File: src/rtl/rv32e_pkg.sv
// Shared RV32E definitions used by fetch, decode and the program ROM.
package rv32e_pkg;

    localparam int XLEN = 32;

    localparam logic [XLEN-1:0] RESET_VECTOR = 32'h0000_0000;

    typedef logic [XLEN-1:0] inst_t;
    typedef logic [XLEN-1:0] addr_t;

    // addi x0, x0, 0
    localparam inst_t I_NOP = 32'h0000_0013;

    localparam logic [6:0] OP_LUI    = 7'b0110111;
    localparam logic [6:0] OP_AUIPC  = 7'b0010111;
    localparam logic [6:0] OP_JAL    = 7'b1101111;
    localparam logic [6:0] OP_JALR   = 7'b1100111;
    localparam logic [6:0] OP_BRANCH = 7'b1100011;
    localparam logic [6:0] OP_LOAD   = 7'b0000011;
    localparam logic [6:0] OP_STORE  = 7'b0100011;
    localparam logic [6:0] OP_IMM    = 7'b0010011;
    localparam logic [6:0] OP_REG    = 7'b0110011;
    localparam logic [6:0] OP_SYSTEM = 7'b1110011;

    typedef struct packed {
        addr_t pc;
        inst_t inst;
    } fetch_entry_t;

    function automatic addr_t pc_next(input addr_t pc);
        return pc + 32'd4;
    endfunction

    function automatic addr_t pc_align(input addr_t pc);
        return {pc[XLEN-1:2], 2'b00};
    endfunction

endpackage

File: src/rtl/fetch_unit_if.sv
// Fetch-stage bus: ROM port, execute redirect and decode handshake.
interface fetch_unit_if;
    import rv32e_pkg::*;

    addr_t addr_bus;
    inst_t data_bus;
    logic  redirect_valid;
    addr_t redirect_pc;
    logic  inst_valid;
    logic  inst_ready;
    inst_t inst;
    addr_t inst_pc;
    logic  redirect_misaligned;

    modport master (
        output addr_bus,
        input  data_bus,
        input  redirect_valid,
        input  redirect_pc,
        output inst_valid,
        input  inst_ready,
        output inst,
        output inst_pc,
        output redirect_misaligned
    );

    modport slave (
        input  addr_bus,
        output data_bus,
        output redirect_valid,
        output redirect_pc,
        input  inst_valid,
        output inst_ready,
        input  inst,
        input  inst_pc,
        input  redirect_misaligned
    );

endinterface

File: src/rtl/fetch_fifo.sv
// Instruction buffer: synchronous FIFO of {pc, inst} with a flush that clears
// every entry, so the head reads as zero whenever the buffer was just emptied.
module fetch_fifo
    import rv32e_pkg::*;
#(
    parameter int DEPTH = 2
) (
    input  logic         clk,
    input  logic         rst_n,
    input  logic         flush,
    input  logic         push,
    input  logic         pop,
    input  fetch_entry_t wdata,
    output fetch_entry_t rdata,
    output logic         full,
    output logic         empty
);

    localparam int AW = $clog2(DEPTH);
    localparam int CW = AW + 1;
    localparam logic [CW-1:0] FULL_CNT = CW'(DEPTH);

    fetch_entry_t  mem [DEPTH];
    logic [AW-1:0] rd_ptr;
    logic [AW-1:0] wr_ptr;
    logic [CW-1:0] count;

    // Pointers wrap naturally because DEPTH is a power of two.
    always_ff @(posedge clk or negedge rst_n) begin
        if (!rst_n) begin
            for (int i = 0; i < DEPTH; i++) begin
                mem[i] <= '0;
            end
            rd_ptr <= '0;
            wr_ptr <= '0;
            count  <= '0;
        end else if (flush) begin
            for (int i = 0; i < DEPTH; i++) begin
                mem[i] <= '0;
            end
            rd_ptr <= '0;
            wr_ptr <= '0;
            count  <= '0;
        end else begin
            if (push) begin
                mem[wr_ptr] <= wdata;
                wr_ptr      <= wr_ptr + 1'b1;
            end
            if (pop) begin
                rd_ptr <= rd_ptr + 1'b1;
            end
            case ({push, pop})
                2'b10:   count <= count + 1'b1;
                2'b01:   count <= count - 1'b1;
                default: count <= count;
            endcase
        end
    end

    assign rdata = mem[rd_ptr];
    assign full  = (count == FULL_CNT);
    assign empty = (count == '0);

endmodule

File: src/rtl/fetch_unit.sv
// RV32E fetch stage: fetch PC, ROM addressing, instruction buffer handoff to
// decode, and redirect handling from execute.
module fetch_unit
    import rv32e_pkg::*;
#(
    parameter logic [XLEN-1:0] RESET_PC = RESET_VECTOR,
    parameter int              DEPTH    = 2
) (
    input  logic         clk,
    input  logic         rst_n,
    fetch_unit_if.master bus
);

    addr_t        fetch_pc;
    logic         misaligned_q;
    logic         fifo_full;
    logic         fifo_empty;
    logic         push;
    logic         pop;
    fetch_entry_t wr_entry;
    fetch_entry_t head;

    assign pop  = bus.inst_valid && bus.inst_ready;
    // A full buffer can still take the word when decode drains the head this cycle.
    assign push = !bus.redirect_valid && (!fifo_full || pop);

    assign wr_entry = '{pc: fetch_pc, inst: bus.data_bus};

    always_ff @(posedge clk or negedge rst_n) begin
        if (!rst_n) begin
            fetch_pc <= RESET_PC;
        end else if (bus.redirect_valid) begin
            fetch_pc <= pc_align(bus.redirect_pc);
        end else if (push) begin
            fetch_pc <= pc_next(fetch_pc);
        end
    end

    always_ff @(posedge clk or negedge rst_n) begin
        if (!rst_n) begin
            misaligned_q <= 1'b0;
        end else begin
            misaligned_q <= bus.redirect_valid & (|bus.redirect_pc[1:0]);
        end
    end

    fetch_fifo #(
        .DEPTH (DEPTH)
    ) u_fetch_fifo (
        .clk   (clk),
        .rst_n (rst_n),
        .flush (bus.redirect_valid),
        .push  (push),
        .pop   (pop),
        .wdata (wr_entry),
        .rdata (head),
        .full  (fifo_full),
        .empty (fifo_empty)
    );

    assign bus.addr_bus            = fetch_pc;
    assign bus.inst_valid          = !fifo_empty;
    assign bus.inst                = head.inst;
    assign bus.inst_pc             = head.pc;
    assign bus.redirect_misaligned = misaligned_q;

endmodule

File: src/flat_wrapper.sv
// flat-port wrapper written by rule: the top's interface ports become plain ports
module fetch_unit_flat import rv32e_pkg::*;
#(
    parameter logic [XLEN-1:0] RESET_PC = RESET_VECTOR,
    parameter int              DEPTH    = 2
)
  (clk, rst_n, bus_addr_bus, bus_data_bus, bus_redirect_valid, bus_redirect_pc, bus_inst_valid, bus_inst_ready, bus_inst, bus_inst_pc, bus_redirect_misaligned);
  fetch_unit_if bus_i ();
  input  logic clk;
  input  logic rst_n;
  output wire logic [$bits(bus_i.addr_bus)-1:0] bus_addr_bus;
  input wire logic [$bits(bus_i.data_bus)-1:0] bus_data_bus;
  input wire logic [$bits(bus_i.redirect_valid)-1:0] bus_redirect_valid;
  input wire logic [$bits(bus_i.redirect_pc)-1:0] bus_redirect_pc;
  output wire logic [$bits(bus_i.inst_valid)-1:0] bus_inst_valid;
  input wire logic [$bits(bus_i.inst_ready)-1:0] bus_inst_ready;
  output wire logic [$bits(bus_i.inst)-1:0] bus_inst;
  output wire logic [$bits(bus_i.inst_pc)-1:0] bus_inst_pc;
  output wire logic [$bits(bus_i.redirect_misaligned)-1:0] bus_redirect_misaligned;
  assign bus_addr_bus = bus_i.addr_bus;
  assign bus_i.data_bus = bus_data_bus;
  assign bus_i.redirect_valid = bus_redirect_valid;
  assign bus_i.redirect_pc = bus_redirect_pc;
  assign bus_inst_valid = bus_i.inst_valid;
  assign bus_i.inst_ready = bus_inst_ready;
  assign bus_inst = bus_i.inst;
  assign bus_inst_pc = bus_i.inst_pc;
  assign bus_redirect_misaligned = bus_i.redirect_misaligned;
  fetch_unit #(.RESET_PC(RESET_PC), .DEPTH(DEPTH)) u_core (.clk(clk), .rst_n(rst_n), .bus(bus_i));
endmodule
File: config.mk
export PLATFORM = sky130hd
export DESIGN_NAME = fetch_unit_flat
export DESIGN_NICKNAME = d
export VERILOG_FILES = /design/src/rtl/rv32e_pkg.sv /design/src/rtl/fetch_unit_if.sv /design/src/rtl/fetch_fifo.sv /design/src/rtl/fetch_unit.sv /design/src/flat_wrapper.sv
export SDC_FILE = /design/constraint.sdc
export NUM_CORES = 1
export LEC_CHECK = 0
export ABC_CLOCK_PERIOD_IN_PS = 2470
export CAP_MARGIN = 20
export CORE_AREA = 2 2 129 131
export DETAILED_ROUTE_END_ITERATION = 7
export DIE_AREA = 0 0 131 133
export GPL_ROUTABILITY_DRIVEN = 0
export MAX_ROUTING_LAYER = met4
export PLACE_DENSITY_LB_ADDON = 0.1
export SYNTH_ARGS = -nofsm -noshare
export SYNTH_HDL_FRONTEND = slang
export SYNTH_SLANG_ARGS = --single-unit
File: constraint.sdc
create_clock -name clk -period 2.47 [get_ports clk]
set_input_delay 0.3705 -clock clk [delete_from_list [all_inputs] [get_ports clk]]
set_output_delay 0.3705 -clock clk [all_outputs]
set_load 0.02 [all_outputs]
==> impl_metrics.csv <==
group,metric,value,unit
sta,fin_crit_sh,0.970,
global_route,grt_pass1_vias,5829,
clock_network,clock_path_buffers,2,
yosys,synth_top_area_share,0.565,
clock_network,clk_pin_slew_worst_paths,60,ps
pwr,powerDensity,750,nW/µm²
finish,post-route-util,0.605,
clock_network,cts_buffers,17,
critical_path,crit_buf_inv,2,
routing,wire_per_inst,19.3,µm
routing,vias,5497,
clock_network,cts_root_buf,"clkbuf_16",
critical_path,crit_cells,3,
placed_design,io_buffers,163,
min_path,worstHoldPathCells,1,
yosys,yosysWarnings,0,
global_route,grt_max_degree,71,
floorplanning,io_pins,166,
routing,drc_errors,0,
placed_design,dp_hpwl,12300,µm
critical_path,reg2reg_from,"u_core.bus.addr_bus[2]",
critical_path,critPathKind,"register to output pin",
yosys,synth_seq_area_share,0.565,
critical_path,critPathLaunchType,"register",
floorplanning,initial_core_util,0.441,
yosys,synth_edf_count,0,
floorplanning,core_area,16200,µm²
routing,finalWirelength,18800,µm
sta,fmax,417,MHz
critical_path,r2r_cells,6,
min_path,hold_end,"u_core.u_fetch_fifo.mem[97]",
sta,slew_headroom,0.556,
routing,vias_per_cell,5.64,
floorplanning,fp.dieH,133,µm
routing,drtPass1Iterations,5,
status,status,"finished, final reports clean",
sta,clock_skew,6.62,ps
min_path,hold_start,"u_core.u_fetch_fifo.mem[97]",
routing,ant_nets,0,
yosys,syn_area,7130,µm²
finish,finalNonFillerCells,974,
job,maxCapViolCount,0,
yosys,synthDistinctLibCells,39,
clock_network,cts_tree,"built",
sta,final.setup.tns,0,ps
global_route,grt_first_pass_wirelength,30800,µm
global_route,antenna_found_initial,0,
finish,diodes,0,
clock_network,htreeDepth,4,
critical_path,cpPeakStageDelay,560,ps
yosys,async_reset_ff_frac,1.00,
clock_network,clkSinkCount,161,
finish,nets,810,
finish,syn_to_final_growth,37.2,%
floorplanning,dieWidth,131,µm
yosys,syn_avg_cell_area,12.3,µm²
clock_network,cts_setup_buffers,0,
floorplanning,rows,47,
clock_network,insertion_delay,420,ps
critical_path,cp.arrival,2030,ps
finish,final_common_cell,"clkdlybuf4s50_1",
yosys,synth_largest_area_cell,"dfrtp_1",
placed_design,dp_cells,941,
critical_path,critPathCaptureType,"output pin",
sta,worst_slew_pin_slew,666,ps
critical_path,crit_family,"buffers and inverters",
min_path,min_path_type,"register to register",
finish,drive_gt1_frac,0.182,
critical_path,path_max_fanout,25,
floorplanning,dieArea,17400,µm²
finish,layout_common_cells,"clkdlybuf4s50_1, dfrtp_1, a22o_1, mux2_2, nand2_1",
yosys,synthCells,580,
critical_path,cp_cell_sequence,"buf_6 > mux2_2 > clkdlybuf4s50_1",
yosys,ys_seq_elements,161,
routing,first_iter_violations,306,
sta,hold_viol_final,0,
critical_path,required,2100,ps
pwr,ir_drop,0.495,mV
global_route,grt.total_usage,0.232,
sta,grt_setup_unrepaired,"yes",
sta,setup_viol,0,
sta,slew_viol_final,0,
yosys,synth.area.top_cells,"dfrtp_1, a22o_1, mux2_2",
global_route,grt_overflow,0,
sta,min_period,2400,ps
critical_path,slowest_stage,"clkdlybuf4s50_1",
critical_path,r2r-end,"u_core.bus.addr_bus[26]",
pwr,leakagePower,4.28,nW
yosys,ys.flop_type,"dfrtp_1",
critical_path,rrSetupSlack,260,ps
[metrics by stage]
stage	worst slack, ps	hold WS (ps)	total power (W)	area [µm²]
after floorplan	265	74.9	0.00393	7130
after global placement	45.1	414	0.00473	9170
after detailed placement	-11.0	426	0.00476	9170
after CTS	50.9	490	0.00741	9780
after global routing	-3.06	507	0.00766	9780
final	73.2	491	0.00734	9780
[synth_stat cells, types with 3 or more instances]
cell and n:
a22o_1 124, mux2_2 63, xor2_1 3, o31ai_1 14
dfrtp_1 161, o211ai_1 5, xnor2_1 8, a31oi_1 14
nand4_1 6, buf_4 3, nand2_1 25, inv_1 3
or4_1 19, nor2_1 24, clkbuf_1 49, nor3_1 3
and2_1 3, o21ai_0 10, and4_1 4, nand3_1 14
[sequential cells by signal, indices dropped and copies added (netlist names)]
| name | cells |
|---|---|
| u_core.u_fetch_fifo.wr_ptr | 1 |
| u_core.bus.redirect_misaligned | 1 |
| u_core.bus.addr_bus | 30 |
| u_core.u_fetch_fifo.count | 2 |
| u_core.u_fetch_fifo.rd_ptr | 1 |
| u_core.u_fetch_fifo.mem | 126 |
[worst max-delay path by stage]
stage                               startpoint                 endpoint  slack (ps)
CTS                 u_core.u_fetch_fifo.rd_ptr           bus_inst_pc[1]          50
detailed placement              bus_inst_ready  u_core.bus.addr_bus[18]         -10
global route        u_core.u_fetch_fifo.rd_ptr              bus_inst[0]          -3
floorplan               u_core.bus.addr_bus[2]  u_core.bus.addr_bus[22]         270
finish              u_core.u_fetch_fifo.rd_ptr              bus_inst[0]          70
global placement                bus_inst_ready  u_core.bus.addr_bus[20]          50
[layout make-up]
class	instances	area, µm²
clock buffers	22	484
clock inverters	10	108
fillers	1278	6390
inverters	4	15.0
multi-input cells	361	2880
flip-flops and latches	161	4030
well taps	220	275
repair buffers	196	1990
[power breakdown]
part	total, W	switching, W	leakage [nW]	internal, W
Clock	0.00262	0.00104	0.288	0.00159
Combinational	0.00163	0.000807	1.90	0.000824
Sequential	0.00308	0.000199	2.09	0.00288
[per-layer routing]
layer  global-route usage  wire length [µm]  part of all wire  up-vias
met1                0.320              8660              0.46     2765
met3               0.0489              1040             0.055       21
met4               0.0686               261             0.014        0
met5                    -                 0                 0        -
met2                0.345              8820              0.47      175
li1                     -                 -                 -     2536
[kinds of logic (layout without fill, tap and decap cells)]
logic type	Yosys count	in the layout	synth area share
compound gates	172	172	0.197
simple gates	111	111	0.0869
buf+inv	59	232	0.0341
other cells	1	2	0.000526
fa+ha+maj	1	1	0.00176
flops	161	161	0.565
mux	64	64	0.101
xor+xnor	11	11	0.0135
[worst register-to-register path: stages (launching register included)]
cell and delay [ps]:
dfrtp_1 350, ha_1 210, nand2_1 130, or4b_1 520, buf_4 200, or4_1 520
a31oi_1 200
[what timing repair did]
item                       4_1_cts  5_1_grt
resized for setup                1        0
setup endpoints to repair       23        1
hold buffers                     1        0
hold endpoints to repair        57        0
Note: power is estimated with default switching activity, not from simulation.
